==> config.mk <==
export PLATFORM = sky130hd
export DESIGN_NAME = hazard_ctrl
export DESIGN_NICKNAME = d
export VERILOG_FILES = /design/src/rtl/mips_pkg.sv /design/src/rtl/hazard_ctrl_if.sv /design/src/rtl/mem_wait_fsm.sv /design/src/rtl/hazard_ctrl.sv
export SDC_FILE = /design/constraint.sdc
export NUM_CORES = 1
export LEC_CHECK = 0
export ABC_AREA = 0
export ABC_CLOCK_PERIOD_IN_PS = 7200
export CAP_MARGIN = 20
export CORE_ASPECT_RATIO = 0.9
export CORE_UTILIZATION = 40
export CTS_BUF_LIST = sky130_fd_sc_hd__clkbuf_4 sky130_fd_sc_hd__clkbuf_8
export DETAILED_ROUTE_END_ITERATION = 16
export GPL_ROUTABILITY_DRIVEN = 0
export PLACE_DENSITY = 0.75
export SLEW_MARGIN = 10
export SYNTH_ARGS = -nofsm -noshare
export SYNTH_HDL_FRONTEND = slang
export SYNTH_SLANG_ARGS = --single-unit
==> constraint.sdc <==
create_clock -name clk -period 7.2 [get_ports clk]
set_clock_uncertainty 0.15 [all_clocks]
set_input_delay 0.72 -clock clk [delete_from_list [all_inputs] [get_ports clk]]
set_output_delay 0.72 -clock clk [all_outputs]
set_load 0.05 [all_outputs]
==> src/rtl/mips_pkg.sv <==
// Shared types for the MIPS hazard controller.
// Memory-wait FSM states, forward selects, forward helper.
package mips_pkg;

  typedef enum logic [1:0] {
    IDLE,
    WAIT,
    HUNG
  } mw_state_e;

  localparam logic [1:0] FWD_RF = 2'b00;
  localparam logic [1:0] FWD_W  = 2'b01;
  localparam logic [1:0] FWD_M  = 2'b10;

  // M result is youngest, so it beats W.
  function automatic logic [1:0] fwd_sel(
    input logic [4:0] rs,
    input logic [4:0] wr_m,
    input logic       we_m,
    input logic [4:0] wr_w,
    input logic       we_w
  );
    logic hit_m;
    logic hit_w;
    hit_m = (rs != 5'd0) && (rs == wr_m) && we_m;
    hit_w = (rs != 5'd0) && (rs == wr_w) && we_w;
    if (hit_m)      return FWD_M;
    else if (hit_w) return FWD_W;
    else            return FWD_RF;
  endfunction

endpackage

==> src/rtl/hazard_ctrl_if.sv <==
// Memory-access handshake between hazard logic and wait FSM.
// master: hazard logic; slave: mem_wait_fsm.
interface hazard_ctrl_if;
  logic memacc;
  logic mem_ready;
  logic memstall;
  logic mem_err;

  modport master (
    output memacc,
    output mem_ready,
    input  memstall,
    input  mem_err
  );

  modport slave (
    input  memacc,
    input  mem_ready,
    output memstall,
    output mem_err
  );
endinterface

==> src/rtl/mem_wait_fsm.sv <==
// Sequences multi-cycle data-memory accesses.
// Waits on mem_ready; hangs after TIMEOUT wait cycles.
module mem_wait_fsm
  import mips_pkg::*;
#(
  parameter int TIMEOUT = 255
) (
  input  logic         clk,
  input  logic         reset,
  hazard_ctrl_if.slave mb
);

  localparam logic [15:0] TO_W = 16'(TIMEOUT);

  mw_state_e   state_q, state_d;
  logic [15:0] wcnt_q, wcnt_d;
  logic        memstall;

  always_comb begin
    state_d  = state_q;
    wcnt_d   = wcnt_q;
    memstall = 1'b0;
    unique case (state_q)
      IDLE: begin
        memstall = mb.memacc & ~mb.mem_ready;
        if (memstall) begin
          state_d = WAIT;
          wcnt_d  = 16'd1;
        end
      end
      WAIT: begin
        memstall = ~mb.mem_ready;
        // ready beats the timeout on the same cycle
        if (mb.mem_ready) begin
          state_d = IDLE;
          wcnt_d  = '0;
        end else if (wcnt_q == TO_W) begin
          state_d = HUNG;
        end else begin
          wcnt_d = wcnt_q + 16'd1;
        end
      end
      HUNG: begin
        memstall = 1'b1;
      end
      default: begin
        state_d = IDLE;
        wcnt_d  = '0;
      end
    endcase
  end

  always_ff @(posedge clk) begin
    if (reset) begin
      state_q <= IDLE;
      wcnt_q  <= '0;
    end else begin
      state_q <= state_d;
      wcnt_q  <= wcnt_d;
    end
  end

  assign mb.memstall = memstall;
  assign mb.mem_err  = (state_q == HUNG);

endmodule

==> src/rtl/hazard_ctrl.sv <==
// Pipeline hazard controller for the 5-stage MIPS core.
// Forwarding, stall/flush generation and perf counters.
module hazard_ctrl
  import mips_pkg::*;
#(
  parameter int TIMEOUT = 255,
  parameter int CNT_W   = 32
) (
  input  logic             clk,
  input  logic             reset,
  input  logic [4:0]       RsD,
  input  logic [4:0]       RtD,
  input  logic [4:0]       RsE,
  input  logic [4:0]       RtE,
  input  logic [4:0]       WriteRegE,
  input  logic [4:0]       WriteRegM,
  input  logic [4:0]       WriteRegW,
  input  logic             RegWriteE,
  input  logic             RegWriteM,
  input  logic             RegWriteW,
  input  logic             MemtoRegE,
  input  logic             MemtoRegM,
  input  logic             MemWriteM,
  input  logic             BranchD,
  input  logic             PCSrcD,
  input  logic             mem_ready,
  output logic             StallF,
  output logic             StallD,
  output logic             StallE,
  output logic             StallM,
  output logic             StallW,
  output logic             FlushD,
  output logic             FlushE,
  output logic             ForwardAD,
  output logic             ForwardBD,
  output logic [1:0]       ForwardAE,
  output logic [1:0]       ForwardBE,
  output logic             mem_err,
  output logic [CNT_W-1:0] stall_cnt,
  output logic [CNT_W-1:0] flush_cnt
);

  hazard_ctrl_if mb ();

  assign mb.memacc    = MemtoRegM | MemWriteM;
  assign mb.mem_ready = mem_ready;

  mem_wait_fsm #(
    .TIMEOUT (TIMEOUT)
  ) u_mem_wait_fsm (
    .clk   (clk),
    .reset (reset),
    .mb    (mb.slave)
  );

  assign mem_err = mb.mem_err;

  logic             lwstall;
  logic             brstall;
  logic             memstall;
  logic             hz;
  logic [CNT_W-1:0] stall_cnt_q, stall_cnt_d;
  logic [CNT_W-1:0] flush_cnt_q, flush_cnt_d;

  always_comb begin
    lwstall = MemtoRegE
            & ((RtE == RsD) | (RtE == RtD));
    brstall = BranchD
            & ((RegWriteE
                & ((WriteRegE == RsD)
                 | (WriteRegE == RtD)))
             | (MemtoRegM
                & ((WriteRegM == RsD)
                 | (WriteRegM == RtD))));
    memstall = mb.memstall;
    hz       = lwstall | brstall;
  end

  // Reset forces a quiet pipeline: no stalls, bubbles everywhere.
  always_comb begin
    StallF    = ~reset & (hz | memstall);
    StallD    = StallF;
    StallE    = ~reset & memstall;
    StallM    = StallE;
    StallW    = StallE;
    FlushE    = reset | (hz & ~memstall);
    FlushD    = reset | (PCSrcD & ~StallD);
    ForwardAE = FWD_RF;
    ForwardBE = FWD_RF;
    ForwardAD = 1'b0;
    ForwardBD = 1'b0;
    if (!reset) begin
      ForwardAE = fwd_sel(RsE, WriteRegM, RegWriteM,
                          WriteRegW, RegWriteW);
      ForwardBE = fwd_sel(RtE, WriteRegM, RegWriteM,
                          WriteRegW, RegWriteW);
      ForwardAD = (RsD != 5'd0) & (RsD == WriteRegM)
                & RegWriteM;
      ForwardBD = (RtD != 5'd0) & (RtD == WriteRegM)
                & RegWriteM;
    end
  end

  always_comb begin
    stall_cnt_d = stall_cnt_q + CNT_W'(StallF);
    flush_cnt_d = flush_cnt_q + CNT_W'(FlushD);
  end

  always_ff @(posedge clk) begin
    if (reset) begin
      stall_cnt_q <= '0;
      flush_cnt_q <= '0;
    end else begin
      stall_cnt_q <= stall_cnt_d;
      flush_cnt_q <= flush_cnt_d;
    end
  end

  assign stall_cnt = stall_cnt_q;
  assign flush_cnt = flush_cnt_q;

endmodule

## Word level (Yosys, flattened, before mapping)

Index checks and enable logic that the tools add are counted.

- Register bits: 82
- Bits of input ports: 46
- Output and inout port bits: 78

- $add $sub $neg: 3
- Equality and inequality tests: 18
- Mux-type cells: 17
- Bitwise logic cells: 27
- Reductions and logical operators: 15

Operator list:

| kind | number |
|---|---|
| $add A32 B1 Y32 | 2 |
| $eq A5 B5 Y1 | 12 |
| $mux W16 | 3 |
| $pmux W16 S3 | 1 |
| $reduce_bool A5 Y1 | 4 |
| $add A16 B1 Y16 const B | 1 |
| $eq A16 B8 Y1 const B | 1 |
| $mux W2 | 7 |
| $and A1 B1 Y1 | 13 |
| $or A1 B1 Y1 | 9 |
| $logic_and A1 B1 Y1 | 8 |
| $pmux W2 S3 | 1 |
| $reduce_and A3 Y1 | 2 |
| $not A1 Y1 | 5 |
| $mux W1 | 4 |
| $ne A3 B2 Y1 const B | 1 |
| $ne A3 B3 Y1 const B | 1 |
| $pmux W1 S3 | 1 |
| $eq A2 B1 Y1 const B | 1 |
| $eq A2 B2 Y1 const B | 1 |
| $logic_not A2 Y1 | 1 |
| $ne A2 B1 Y1 const B | 1 |

## Longest topological paths before layout

- Depth in word-level cells: 12
- Gate-level depth with buffers: 14
- Gate-level depth less buffers: 12

## Cells and area by module

Synthesis repeated with hierarchy kept, for this count alone.

- Cells, all modules: 556
- Area, all modules: 4668.2 µm²

By module, submodules not included:

| module | instances | cells each | area each (µm²) | sequential area each (µm²) |
|---|---|---|---|---|
| hazard_ctrl | 1 | 435 | 3601.0 | 1281.2 |
| mem_wait_fsm | 1 | 121 | 1067.3 | 360.3 |

## Worst setup path before layout

No wires, ideal clock.

- Path kind: in2reg
- Start point: in WriteRegM[4]
- End point: reg stall_cnt_q[29] (netlist: stall_cnt[29])
- Arrival: 5167 ps
- Data required time: 6922 ps
- Slack: 1755 ps
- Stages on the path: 13
- Path buffers: 2
- Cell sequence: clkbuf_1 xnor2_1 nand3_1 nor3_1 a211oi_1 o311ai_0 ha_1 nand2_1 or4_1 buf_2 nor4_1 xnor2_1 nor2_1

- Cells in the longest elaborated chain, start to end: 9
- Elaborated cells on any way between the ends: 10

Ends and longest elaborated chain:

| item | RTL line | source |
|---|---|---|
| start: declaration | hazard_ctrl.sv:16 | `input logic [4:0] WriteRegM,` |
| $eq A5 B5 Y1 (on tied branches) | hazard_ctrl.sv:73, hazard_ctrl.sv:74 |  |
| $or A1 B1 Y1 * | hazard_ctrl.sv:74 | `\| (WriteRegM == RtD))));` |
| $and A1 B1 Y1 * | hazard_ctrl.sv:73 | `& ((WriteRegM == RsD)` |
| $or A1 B1 Y1 * | hazard_ctrl.sv:72 | `\| (MemtoRegM` |
| $and A1 B1 Y1 * | hazard_ctrl.sv:69 | `& ((RegWriteE` |
| $or A1 B1 Y1 * | hazard_ctrl.sv:76 | `hz = lwstall \| brstall;` |
| $or A1 B1 Y1 * | hazard_ctrl.sv:81 | `StallF = ~reset & (hz \| memstall);` |
| $and A1 B1 Y1 * | hazard_ctrl.sv:81 |  |
| via StallD | hazard_ctrl.sv:28 | `output logic StallD,` |
| $add A32 B1 Y32 * | hazard_ctrl.sv:105 | `stall_cnt_d = stall_cnt_q + CNT_W'(StallF);` |
| end signal: assignment | hazard_ctrl.sv:114 | `stall_cnt_q <= stall_cnt_d;` |
| end: declaration | hazard_ctrl.sv:62 | `logic [CNT_W-1:0] stall_cnt_q, stall_cnt_d;` |

Mark *: on every way through the listed nets, which the timed path passes. The rest lies on a longest branch.
A chain may end at the register's enable or synchronous reset.

## Final worst setup path

- Start point: in WriteRegM[2]
- End point: out StallF

- Cells in the longest elaborated chain, start to end: 8
- Elaborated cells on any way between the ends: 9

Ends and longest elaborated chain:

| item | RTL line | source |
|---|---|---|
| $eq A5 B5 Y1 (on tied branches) | hazard_ctrl.sv:73, hazard_ctrl.sv:74 |  |
| $or A1 B1 Y1 * | hazard_ctrl.sv:74 |  |
| $and A1 B1 Y1 * | hazard_ctrl.sv:73 |  |
| $or A1 B1 Y1 * | hazard_ctrl.sv:72 |  |
| $and A1 B1 Y1 * | hazard_ctrl.sv:69 |  |
| $or A1 B1 Y1 * | hazard_ctrl.sv:76 |  |
| $or A1 B1 Y1 * | hazard_ctrl.sv:81 |  |
| $and A1 B1 Y1 * | hazard_ctrl.sv:81 |  |
| end: declaration | hazard_ctrl.sv:27 | `output logic StallF,` |

Mark *: on every way between the ends. The rest lies on a longest branch, timed or not.

==> results.ini <==
[floorplan]
start_util_pct = 41.54
io_pins = 124
dieWidth_um = 114.4
core_um2 = 10950
rows = 36
dieArea_um2 = 11800
die_y_um = 103.1

[power_and_ir_drop]
p_per_area_nw_per_um2 = 162.1
p_leak_nw = 1.989
ir_worst_vdd_mv = 0.07634

[drt]
post-route-drc-count = 0
wl_mm = 11.63
postRouteAntennaNets = 0
wl_per_cell_um = 14.30
drtIter0Drc = 211
viasPerCell = 5.252
drt_pass1_iterations = 5
num_vias = 4270

[timing]
hold_slack_ns = 0.3403
slew_headroom_pct = 34.92
hold_viol = 0
rsz0062_at_grt = false
max_freq_mhz = 224.3
maxSlewViolCount = 0
worst_pin_slew_ns = 0.9673
finalSetupViolCount = 0
min_period_over_period_pct = 61.91
fin_crit_ns = 4.458
final.setup.tns_ns = 0

[final_layout]
nNetsFinal = 707
diodes = 0
nFillCells = 1011
regArea_um2 = 1642
final_area_um2 = 6091
fin_util_pct = 55.65
drive_gt1_share_pct = 4.841
syn_to_final_growth_pct = 33.96
multi_input_area_um2 = 2753

[worst_setup_path]
worstPathMaxFanout = 4
critPathMostFrequentCell = clkdlybuf4s50_1
startpoint_type = primary input
crit_chain = clkdlybuf4s50_1 -> xnor2_1 -> nand3_1 -> nor3_1 -> a211oi_1 -> o311ai_0 -> clkdlybuf4s50_1
critical_path_required_ns = 6.33
cp_slowest_stage_delay_ns = 0.96
worstSetupEndpointType = output pin
crit_arrival_ns = 3.59
critPathSlowestCell = clkdlybuf4s50_1
worstSetupPathType = in2out

[synth]
synth_cell_types = 52
synth-edff-count = 0
yosys_most_used_dff = dfxtp_1
yosysWarnings = 0
synth.yosys.seq_area_share_pct = 36.10
syn_area_per_cell_um2 = 8.328
async_reset_ff_share_pct = 0
synth_nets = 597
yosys.area.top_type = dfxtp_1
synth_top_area_share_pct = 36.10
syn-cell-area_um2 = 4547
synth-seq-cells = 82
synthTopCellsByArea = dfxtp_1 36%, xnor2_1 13%, xor2_1 8.3%
synthCells = 546

[place]
io_buffers = 123
postPlaceCellArea_um2 = 5856
hpwl_mm = 8.705

[global_routing]
grt.total_usage_pct = 19.96
grt_pass1_vias = 4050
grt_pass1_wl_mm = 18.98
grt-ovfl-total = 0
antenna_found_initial = 0
grt_max_degree = 44

[clocking]
holdBufCountCts = 0
cts.htree.levels = 3
clkSinkCount = 82
cts_resized = 0
numCtsBuffers = 9
clockBufferDepth = 2
cts.reportedPaths.clkPinSlew_ns = 0.08
cts_tree = built
clock_latency_ns = 0.36
cts_setup_buffers = 0
root_buffer = clkbuf_8

[min_path]
worst_hold_path_type = reg2reg

[job]
maxCapViolations = 0

[run_status]
status = finished, final reports clean

## through the flow
| step | setup slack, ns | power, mW | instances |
|---|---|---|---|
| after floorplan | 1.755 | 0.5522 | 546 |
| after global placement | 2.682 | 0.6050 | 797 |
| after detailed placement | 2.543 | 0.6079 | 797 |
| after CTS | 2.744 | 0.9975 | 813 |
| after global routing | 2.539 | 1.025 | 813 |
| final | 2.742 | 0.9876 | 813 |
## cells by family (layout without fill, tap and decap cells)
| family | after synthesis | after routing | synth area share, % |
|---|---|---|---|
| AOI/OAI and AO/OA | 42 | 42 | 6.082 |
| xor gates and xnor gates | 111 | 111 | 21.38 |
| adders and majority gates | 5 | 5 | 1.376 |
| buffers and inverters | 35 | 150 | 3.357 |
| DFF | 82 | 82 | 36.10 |
| and+or+nand+nor | 271 | 271 | 31.70 |
## power breakdown
group	total (mW)	switching [mW]	internal, mW
clock	0.391	0.181	0.210
combinational	0.135	0.0749	0.0603
sequential	0.462	0.00484	0.457
## cells in the mapped netlist (2+ instances only)
cell type / number
a21oi_1: 14
and2_1: 6
and3_1: 8
and4_1: 10
buf_1: 3
buf_2: 2
buf_4: 3
clkbuf_1: 16
dfxtp_1: 82
ha_1: 5
inv_1: 10
nand2_1: 36
nand3_1: 31
nand4_1: 34
nand4b_1: 2
nor2_1: 79
nor2b_1: 5
nor3_1: 15
nor4_1: 11
nor4_2: 2
nor4b_1: 2
o211ai_1: 3
o21ai_0: 9
o22ai_1: 2
o311ai_0: 2
or2_2: 2
or3_1: 11
or4_1: 8
xnor2_1: 68
xor2_1: 43
## final timing paths
check,startpoint,endpoint,slack (ns),cells past startpoint
worst max register to register,u_mem_wait_fsm.state_q[1],stall_cnt[16],3.70,11
worst min-delay path,u_mem_wait_fsm.wcnt_q[7],u_mem_wait_fsm.wcnt_q[7],0.34,2
worst min register to register,u_mem_wait_fsm.wcnt_q[7],u_mem_wait_fsm.wcnt_q[7],0.34,2
worst max-delay path,WriteRegM[2],StallF,2.74,7
## worst max-delay path, delay by kind of cell
family,cells,cell delay [ns]
AO/OA/AOI/OAI,2,0.76
XOR/XNOR,1,0.15
buffers and inverters,2,1.57
AND/OR/NAND/NOR,2,0.38
## state kept, by name, indices dropped and copies added (netlist names)
register	count
u_mem_wait_fsm.state_q	2
flush_cnt	32
stall_cnt	32
u_mem_wait_fsm.wcnt_q	16
## placed cells by master, fill, tap and decap left out, types with 2 or more instances in the layout
cell type / instances
ha_1: 5
and3_1: 8
bufinv_16: 2
or4_1: 8
xor2_1: 43
or3_1: 11
o211ai_1: 3
nor4_2: 2
nand3_1: 31
o22ai_1: 2
nand2_1: 36
nand4_1: 34
nor2_1: 79
and4_1: 10
xnor2_1: 68
nor2b_1: 5
nand4b_1: 2
nor4b_1: 2
nor4_1: 11
o21ai_0: 9
or2_2: 2
and2_1: 6
o311ai_0: 2
clkbuf_8: 10
clkdlybuf4s50_1: 122
dfxtp_1: 82
a21oi_1: 14
nor3_1: 15
clkinv_4: 2
inv_1: 10
## cell type report
| class | count | share of cell area, % |
|---|---|---|
| Inverter | 10 | 0.6163 |
| Sequential cell | 82 | 26.95 |
| Clock inverter | 6 | 1.602 |
| Tap cell | 152 | 3.122 |
| Clock buffer | 10 | 2.260 |
| Multi-Input combinational cell | 429 | 45.19 |
| Timing Repair Buffer | 124 | 20.25 |
## layer usage
layer	up-vias	track usage, %	routed length [um]
met3	20	4.409	592
met2	131	34.27	5435
met1	1981	24.95	5418
met4	0	6.693	181
li1	2138	-	-
met5	-	0	0
No activity file was read; power rests on OpenSTA's default activity.
